==> config.mk <==
export PLATFORM = sky130hd
export DESIGN_NAME = recovery_controller_flat
export DESIGN_NICKNAME = d
export VERILOG_FILES = /design/src/rtl/recovery_controller_if.sv /design/src/rtl/recovery_controller.sv /design/src/flat_wrapper.sv
export SDC_FILE = /design/constraint.sdc
export NUM_CORES = 1
export LEC_CHECK = 0
export BUFFER_PORTS_ARGS = -buffer_cell sky130_fd_sc_hd__clkbuf_2
export CORE_AREA = 2 2 104 106
export CTS_CLUSTER_DIAMETER = 40
export DETAILED_ROUTE_END_ITERATION = 10
export DIE_AREA = 0 0 106 108
export PLACE_DENSITY = 0.64
export SETUP_SLACK_MARGIN = 0.05
export SYNTH_ARGS = -nofsm -noshare
export SYNTH_HDL_FRONTEND = slang
export SYNTH_SLANG_ARGS = --single-unit
export TNS_END_PERCENT = 5
==> constraint.sdc <==
create_clock -name clk -period 2 [get_ports clk]
set_input_delay 0.4 -clock clk [delete_from_list [all_inputs] [get_ports clk]]
set_output_delay 0.4 -clock clk [all_outputs]
set_load 0.1 [all_outputs]
==> src/rtl/recovery_controller_if.sv <==
// Bus bundle between the recovery controller and the pipeline/register files.
// The master side is the controller; the slave side is the core around it.
interface recovery_controller_if #(
   parameter int DATA_W = 32,
   parameter int ADDR_W = 32
);
   logic              ckpt_req;
   logic [DATA_W-1:0] ckpt_pc;
   logic              rollback_req;
   logic [DATA_W-1:0] rf_rd;
   logic [DATA_W-1:0] rr_rd;
   logic [ADDR_W-1:0] rf_a;
   logic              rf_we;
   logic [DATA_W-1:0] rf_wd;
   logic [ADDR_W-1:0] rr_a;
   logic              rr_we;
   logic [DATA_W-1:0] rr_wd;
   logic              stall;
   logic              ckpt_valid;
   logic              ckpt_done;
   logic              rollback_done;
   logic              pc_load;
   logic [DATA_W-1:0] pc_restore;
   logic              recover_fail;

   modport master (
      input  ckpt_req, ckpt_pc, rollback_req, rf_rd, rr_rd,
      output rf_a, rf_we, rf_wd, rr_a, rr_we, rr_wd, stall, ckpt_valid,
             ckpt_done, rollback_done, pc_load, pc_restore, recover_fail
   );

   modport slave (
      output ckpt_req, ckpt_pc, rollback_req, rf_rd, rr_rd,
      input  rf_a, rf_we, rf_wd, rr_a, rr_we, rr_wd, stall, ckpt_valid,
             ckpt_done, rollback_done, pc_load, pc_restore, recover_fail
   );
endinterface

==> src/rtl/recovery_controller.sv <==
// Checkpoint/rollback sequencer: copies x1..x31 between the main and recovery
// register files one register per cycle while holding the pipeline stalled.
module recovery_controller #(
   parameter int DATA_W   = 32,
   parameter int ADDR_W   = 32,
   parameter int NUM_REGS = 32
) (
   input logic                   clk,
   input logic                   rst_in,
   recovery_controller_if.master bus
);

   typedef enum logic [2:0] {
      IDLE,
      SAVE,
      RESTORE,
      DONE_S,
      DONE_R
   } state_t;

   localparam logic [4:0] LAST_IDX = 5'(NUM_REGS - 1);

   state_t            state;
   logic [4:0]        idx;
   logic [DATA_W-1:0] saved_pc;
   logic              valid_q;
   logic              fail_q;
   logic [ADDR_W-1:0] idx_addr;

   assign idx_addr = ADDR_W'(idx);

   // A rollback arriving mid-save kills the half-written snapshot, so it is
   // reported as a failure rather than restoring from incomplete data.
   always_ff @(posedge clk or negedge rst_in) begin
      if (!rst_in) begin
         state    <= IDLE;
         idx      <= 5'd1;
         saved_pc <= '0;
         valid_q  <= 1'b0;
         fail_q   <= 1'b0;
      end else begin
         fail_q <= 1'b0;
         case (state)
            IDLE: begin
               if (bus.rollback_req) begin
                  if (valid_q) begin
                     state <= RESTORE;
                     idx   <= 5'd1;
                  end else begin
                     fail_q <= 1'b1;
                  end
               end else if (bus.ckpt_req) begin
                  state    <= SAVE;
                  idx      <= 5'd1;
                  saved_pc <= bus.ckpt_pc;
                  valid_q  <= 1'b0;
               end
            end
            SAVE: begin
               if (bus.rollback_req) begin
                  state  <= IDLE;
                  idx    <= 5'd1;
                  fail_q <= 1'b1;
               end else if (idx == LAST_IDX) begin
                  state <= DONE_S;
                  idx   <= 5'd1;
               end else begin
                  idx <= idx + 5'd1;
               end
            end
            RESTORE: begin
               if (idx == LAST_IDX) begin
                  state <= DONE_R;
                  idx   <= 5'd1;
               end else begin
                  idx <= idx + 5'd1;
               end
            end
            DONE_S: begin
               valid_q <= 1'b1;
               state   <= IDLE;
            end
            DONE_R: begin
               state <= IDLE;
            end
            default: begin
               state <= IDLE;
               idx   <= 5'd1;
            end
         endcase
      end
   end

   // Register-file traffic is decoded straight from state and idx so each
   // write lands at the edge closing its copy cycle.
   always_comb begin
      bus.rf_a          = '0;
      bus.rf_we         = 1'b0;
      bus.rf_wd         = '0;
      bus.rr_a          = '0;
      bus.rr_we         = 1'b0;
      bus.rr_wd         = '0;
      bus.stall         = (state != IDLE);
      bus.ckpt_done     = (state == DONE_S);
      bus.rollback_done = (state == DONE_R);
      bus.pc_load       = (state == DONE_R);
      case (state)
         SAVE: begin
            bus.rf_a  = idx_addr;
            bus.rr_a  = idx_addr;
            bus.rr_we = 1'b1;
            bus.rr_wd = bus.rf_rd;
         end
         RESTORE: begin
            bus.rf_a  = idx_addr;
            bus.rr_a  = idx_addr;
            bus.rf_we = 1'b1;
            bus.rf_wd = bus.rr_rd;
         end
         default: ;
      endcase
   end

   assign bus.ckpt_valid   = valid_q;
   assign bus.pc_restore   = saved_pc;
   assign bus.recover_fail = fail_q;

endmodule

==> src/flat_wrapper.sv <==
// flat-port wrapper written by rule: the top's interface ports become plain ports
module recovery_controller_flat 
#(
   parameter int DATA_W   = 32,
   parameter int ADDR_W   = 32,
   parameter int NUM_REGS = 32
)
  (clk, rst_in, bus_ckpt_req, bus_ckpt_pc, bus_rollback_req, bus_rf_rd, bus_rr_rd, bus_rf_a, bus_rf_we, bus_rf_wd, bus_rr_a, bus_rr_we, bus_rr_wd, bus_stall, bus_ckpt_valid, bus_ckpt_done, bus_rollback_done, bus_pc_load, bus_pc_restore, bus_recover_fail);
  recovery_controller_if #(.DATA_W(DATA_W), .ADDR_W(ADDR_W)) bus_i ();
  input logic clk;
  input logic rst_in;
  input wire logic [$bits(bus_i.ckpt_req)-1:0] bus_ckpt_req;
  input wire logic [$bits(bus_i.ckpt_pc)-1:0] bus_ckpt_pc;
  input wire logic [$bits(bus_i.rollback_req)-1:0] bus_rollback_req;
  input wire logic [$bits(bus_i.rf_rd)-1:0] bus_rf_rd;
  input wire logic [$bits(bus_i.rr_rd)-1:0] bus_rr_rd;
  output wire logic [$bits(bus_i.rf_a)-1:0] bus_rf_a;
  output wire logic [$bits(bus_i.rf_we)-1:0] bus_rf_we;
  output wire logic [$bits(bus_i.rf_wd)-1:0] bus_rf_wd;
  output wire logic [$bits(bus_i.rr_a)-1:0] bus_rr_a;
  output wire logic [$bits(bus_i.rr_we)-1:0] bus_rr_we;
  output wire logic [$bits(bus_i.rr_wd)-1:0] bus_rr_wd;
  output wire logic [$bits(bus_i.stall)-1:0] bus_stall;
  output wire logic [$bits(bus_i.ckpt_valid)-1:0] bus_ckpt_valid;
  output wire logic [$bits(bus_i.ckpt_done)-1:0] bus_ckpt_done;
  output wire logic [$bits(bus_i.rollback_done)-1:0] bus_rollback_done;
  output wire logic [$bits(bus_i.pc_load)-1:0] bus_pc_load;
  output wire logic [$bits(bus_i.pc_restore)-1:0] bus_pc_restore;
  output wire logic [$bits(bus_i.recover_fail)-1:0] bus_recover_fail;
  assign bus_i.ckpt_req = bus_ckpt_req;
  assign bus_i.ckpt_pc = bus_ckpt_pc;
  assign bus_i.rollback_req = bus_rollback_req;
  assign bus_i.rf_rd = bus_rf_rd;
  assign bus_i.rr_rd = bus_rr_rd;
  assign bus_rf_a = bus_i.rf_a;
  assign bus_rf_we = bus_i.rf_we;
  assign bus_rf_wd = bus_i.rf_wd;
  assign bus_rr_a = bus_i.rr_a;
  assign bus_rr_we = bus_i.rr_we;
  assign bus_rr_wd = bus_i.rr_wd;
  assign bus_stall = bus_i.stall;
  assign bus_ckpt_valid = bus_i.ckpt_valid;
  assign bus_ckpt_done = bus_i.ckpt_done;
  assign bus_rollback_done = bus_i.rollback_done;
  assign bus_pc_load = bus_i.pc_load;
  assign bus_pc_restore = bus_i.pc_restore;
  assign bus_recover_fail = bus_i.recover_fail;
  recovery_controller #(.DATA_W(DATA_W), .ADDR_W(ADDR_W), .NUM_REGS(NUM_REGS)) u_core (.clk(clk), .rst_in(rst_in), .bus(bus_i));
endmodule
# [Word-level counts from Yosys, hierarchy flattened]
# Index checks and enable logic that the tools add are counted.
[totals] ff_bits=42 out_inout_bits=168 wordCells=53
[op_classes] addsub=1 eq_ne=11 n_mux=25 bitwise=2 n_reduce_logical=9
[op_table] op="2-to-1 mux 32 bit" n=2
[op_table] op="2-to-1 mux 5 bit" n=6
[op_table] op="one-hot mux 5 bit (4 select lines)" n=1
[op_table] op="2-to-1 mux 3 bit" n=6
[op_table] op="one-hot mux 3 bit (3 select lines)" n=1
[op_table] op="AND reduction 3 bit" n=3
[op_table] op="2-to-1 mux 1 bit" n=7
[op_table] op="equality test 3 x 2 -> 1 bit (second input constant)" n=2
[op_table] op="inequality test 3 x 2 -> 1 bit (second input constant)" n=2
[op_table] op="adder 5 x 1 -> 5 bit (second input constant)" n=1
[op_table] op="equality test 5 bit (second input constant)" n=1
[op_table] op="inequality test 2 bit (second input constant)" n=2
[op_table] op="one-hot mux 1 bit (2 select lines)" n=2
[op_table] op="AND reduction 4 bit" n=1
[op_table] op="OR reduction 2 bit" n=2
[op_table] op="equality test 3 x 1 -> 1 bit (second input constant)" n=1
[op_table] op="equality test 3 bit (second input constant)" n=1
[op_table] op="logical NOT 3 bit" n=1
[op_table] op="inequality test 3 bit (second input constant)" n=1
[op_table] op="nonzero test 3 bit" n=1
[op_table] op="inequality test 2 x 1 -> 1 bit (second input constant)" n=1
[op_table] op="inverter 1 bit" n=2
[op_table] op="nonzero test 2 bit" n=1

# [Logic depth before layout (Yosys ltp)]
[logic_depth] word_depth=4 ltp_mapped=7

# [Worst setup path after synthesis]
# OpenSTA, ideal clock, no wires.
[synth_timing] kind="reg-to-output" start="register u_core.state[0]" end="output port bus_rollback_done" t_arrival_ns=3.434 t_required_ns=1.600 path_slack_ns=-1.834 stages_incl_launch_ff=4 n_path_buf=2 cell_sequence="dfrtp_1 buf_4 nor3b_1 buf_4"
[synth_between] elab_chain_cells=1
[synth_lines] element="start, declared" line_no="recovery_controller.sv:23" source="state_t state;"
[synth_lines] element="start signal, assigned" line_no="recovery_controller.sv:36" source="state <= IDLE;"
[synth_lines] element="start signal, assigned" line_no="recovery_controller.sv:47" source="state <= RESTORE;"
[synth_lines] element="start signal, assigned" line_no="recovery_controller.sv:53" source="state <= SAVE;"
[synth_lines] element="equality test 3 bit"
[synth_lines] element="end, declared" line_no="flat_wrapper.sv:26" source="output wire logic [$bits(bus_i.rollback_done)-1:0] bus_rollback_done;"
# No other way between the ends.

# [Final worst setup path]
[layout_timing] start="register u_core.state[2]" end="output port bus_rr_wd[3]"
[layout_between] elab_chain_cells=2
[layout_lines] element="equality test 3 x 1 -> 1 bit" line_no="recovery_controller.sv:107" source="case (state)"
[layout_lines] element="2-to-1 mux 32 bit" line_no="recovery_controller.sv:107"
[layout_lines] element="end, declared" line_no="flat_wrapper.sv:22" source="output wire logic [$bits(bus_i.rr_wd)-1:0] bus_rr_wd;"
# No other way between the ends.

==> run summary <==
Status = complete, but fails checks
Failing checks = negative setup slack
DR vias = 2,452
Met3 wire length = 791 um
Die height = 108 um
Setup TNS = -0.007794 ns
Max Used Layer = met4
Cell row count = 37
Setup ws final = -0.005148 ns
Reg2reg path depth = 7
Hold buffer count at CTS = 0
Initial DRC count = 97
Most frequent cells in the layout = clkbuf_2 (133), buf_12 (83), and2_4 (57)
Root buf cell = clkbuf_8
Post-synthesis compound-gate area fraction = 3.905%
Sequential-to-total area share from yosys stat = 39.10%
Clock latency on the worst-skew pair = 0.28 ns
Final period utilization = 100.3%
Synthesized instance count = 260
Area delta synth->final = 94.89%
DP Worst Slack = 0.1856 ns
Total core area = 10,230 sq um
DRT Pass-1 Iters = 4
TritonCTS clock tree = yes
WL final = 8686 um
Cells along the critical path = nor3b_4 > buf_4 > buf_12 > and2_4 > buf_12
Syn avg cell area = 10.35 sq um
Critical path required time = 1.60 ns
Crit path top cell by count = buf_12
Max_cap viols = 0
GRT Util Overall = 14.81%
R2r endpoint = u_core.idx[3]
Slew of the pin with the lowest slew margin = 0.5416 ns
Clock Path Buffers = 2
Sink Count = 42
Yosys reg bits = 42
Starting Density = 26.31%
Post-Synth Adder-Cell Area = 0.9298%
Critical path type = reg2out
Layout Skew = 0.008320 ns
Post-layout nets = 574
R2R Setup Slk = 0.20 ns
Share of layout cells above drive strength 1 = 73.31%
CTS Buf Count = 5
Minimum clock period = 2.005 ns
Critical path launch point type = flip-flop
# port buffers = 213
Vias in the first global route = 2,424
WL per Instance = 14.29 um
Slew Limit Fails = 0
Worst Setup End Kind = primary output
EDFF count, synth = 0
Post-Synth XOR/XNOR Area = 0.3254%
Antenna violations before repair = 0
Hold Vio Cnt, Final = 0
Post-synthesis mux area share = 13.76%
CP max-delay cell = dfrtp_2
Setup violators final = 2
Die width = 106 um
CP arrival = 1.61 ns
GP Congestion = 0.7434
Met2 WL = 4832 um
Largest family of logic cells by synthesized area = simple AND/OR/NAND/NOR gates
CP peak stage delay = 0.47 ns
ANT cells = 0
Hold crit path type = in2async
Via density = 4.033
Buf/Inv on CP = 3
RSZ-0062 raised after global routing = yes
Reg clk slew, reported paths = 0.07 ns
# DRC = 0
Fmax = 0.4987 GHz
I/O pin cnt = 268
Kind of cell adding the most delay to the critical path = flip-flops
Global route total overflow = 0
Global-route wire length before repair = 13,100 um
Detail Route Antenna Nets = 0
DPL Wire Length = 7294 um
Crit Path Max Fanout = 17
Slew headroom = 63.39%
R2r startpoint = u_core.idx[0]
Most common cell after layout, fill and taps aside = clkbuf_2
Hold WS = 0.1728 ns
Largest net degree at the start of global routing = 43
M1 WL = 2961 um
Main flop type after synthesis = dfrtp_1
Synth Warn # = 0
Cell variety after synth = 36
Synthesized cell area = 2691 sq um
Fraction of registers with async set/reset = 100.0%
Die ar. = 11,450 sq um
H-tree Lvls = 2
Post-Synth Simple-Gate Area = 21.80%
==> through the flow <==
stage / area (sq um) / utilization, % / std cells
after floorplan: 2972 / - / 313
after global placement: 4951 / 48.39 / 596
after detailed placement: 4951 / 48.39 / 596
after CTS: 5245 / 51.27 / 608
after global routing: 5245 / 51.27 / 608
final: 5245 / 51.27 / 608
==> cell usage after synthesis, types with 2 or more instances <==
master	number	area [sq um]
nor3b_2	2	25.02
nand2_1	2	7.510
buf_6	3	33.78
buf_2	2	10.01
ha_1	2	25.02
a21o_1	2	15.01
nor2_1	6	22.52
buf_4	63	473.0
clkbuf_1	4	15.01
a22o_1	3	26.28
mux2_2	32	360.4
nand2b_1	2	12.51
dfrtp_1	41	1026
o21ai_0	3	15.01
and2_1	70	437.9
inv_1	2	7.510
a21oi_1	2	10.01
==> logic make-up (layout without fill, tap and decap cells) <==
| kind of cell | Yosys count | count (layout) |
|---|---|---|
| DFF | 42 | 42 |
| other | 1 | 54 |
| buffers and inverters | 74 | 233 |
| adders and majority gates | 2 | 2 |
| muxes | 33 | 33 |
| and+or+nand+nor | 92 | 92 |
| xor gates and xnor gates | 1 | 1 |
| AOI/OAI and AO/OA | 15 | 15 |
==> final cells by class <==
class / instances / area [sq um]
Fill cell: 913 / 4986
Timing Repair Buffer: 224 / 2411
Multi-Input combinational cell: 197 / 1488
Sequential cell: 42 / 1056
Tap cell: 136 / 170.2
Clock buffer: 6 / 82.58
Clock inverter: 1 / 30.03
Inverter: 2 / 7.507
==> registers in the layout, summed over array words and instances, names as in the netlist <==
register and cells:
u_core.bus.ckpt_valid 1, u_core.state 3, u_core.bus.recover_fail 1, u_core.idx 5, u_core.bus.pc_restore 32
==> what timing repair did <==
item / in CTS / in global routing
setup buffers: 4 / 0
pin swaps: 47 / 16
gates cloned: 1 / 0
hold endpoints to repair: 0 / 0
resized for setup: 61 / 0
endpoints found under the setup margin: 75 / 78
==> metal layers <==
| metal | up-vias | track usage [%] |
|---|---|---|
| met2 | 153 | 28.29 |
| met3 | 6 | 4.762 |
| met4 | 0 | 3.759 |
| met5 | - | 0 |
| met1 | 1144 | 15.73 |
| li1 | 1149 | - |
==> worst max-delay path by stage <==
stage | startpoint | endpoint | slack, ns | cells after the start
floorplan | u_core.state[1] | bus_rr_wd[13] | -0.20 | 4
global placement | u_core.state[2] | bus_rr_wd[0] | 0.21 | 4
detailed placement | u_core.state[2] | bus_rr_wd[0] | 0.19 | 4
CTS | u_core.state[0] | bus_rr_wd[3] | -0.001 | 5
global route | u_core.state[0] | bus_rr_wd[0] | -0.08 | 5
finish | u_core.state[2] | bus_rr_wd[3] | -0.005 | 5
Power is left out: the tool's default activity adds up to more than one toggle a clock period on the data nets, which glitch-free logic cannot reach.
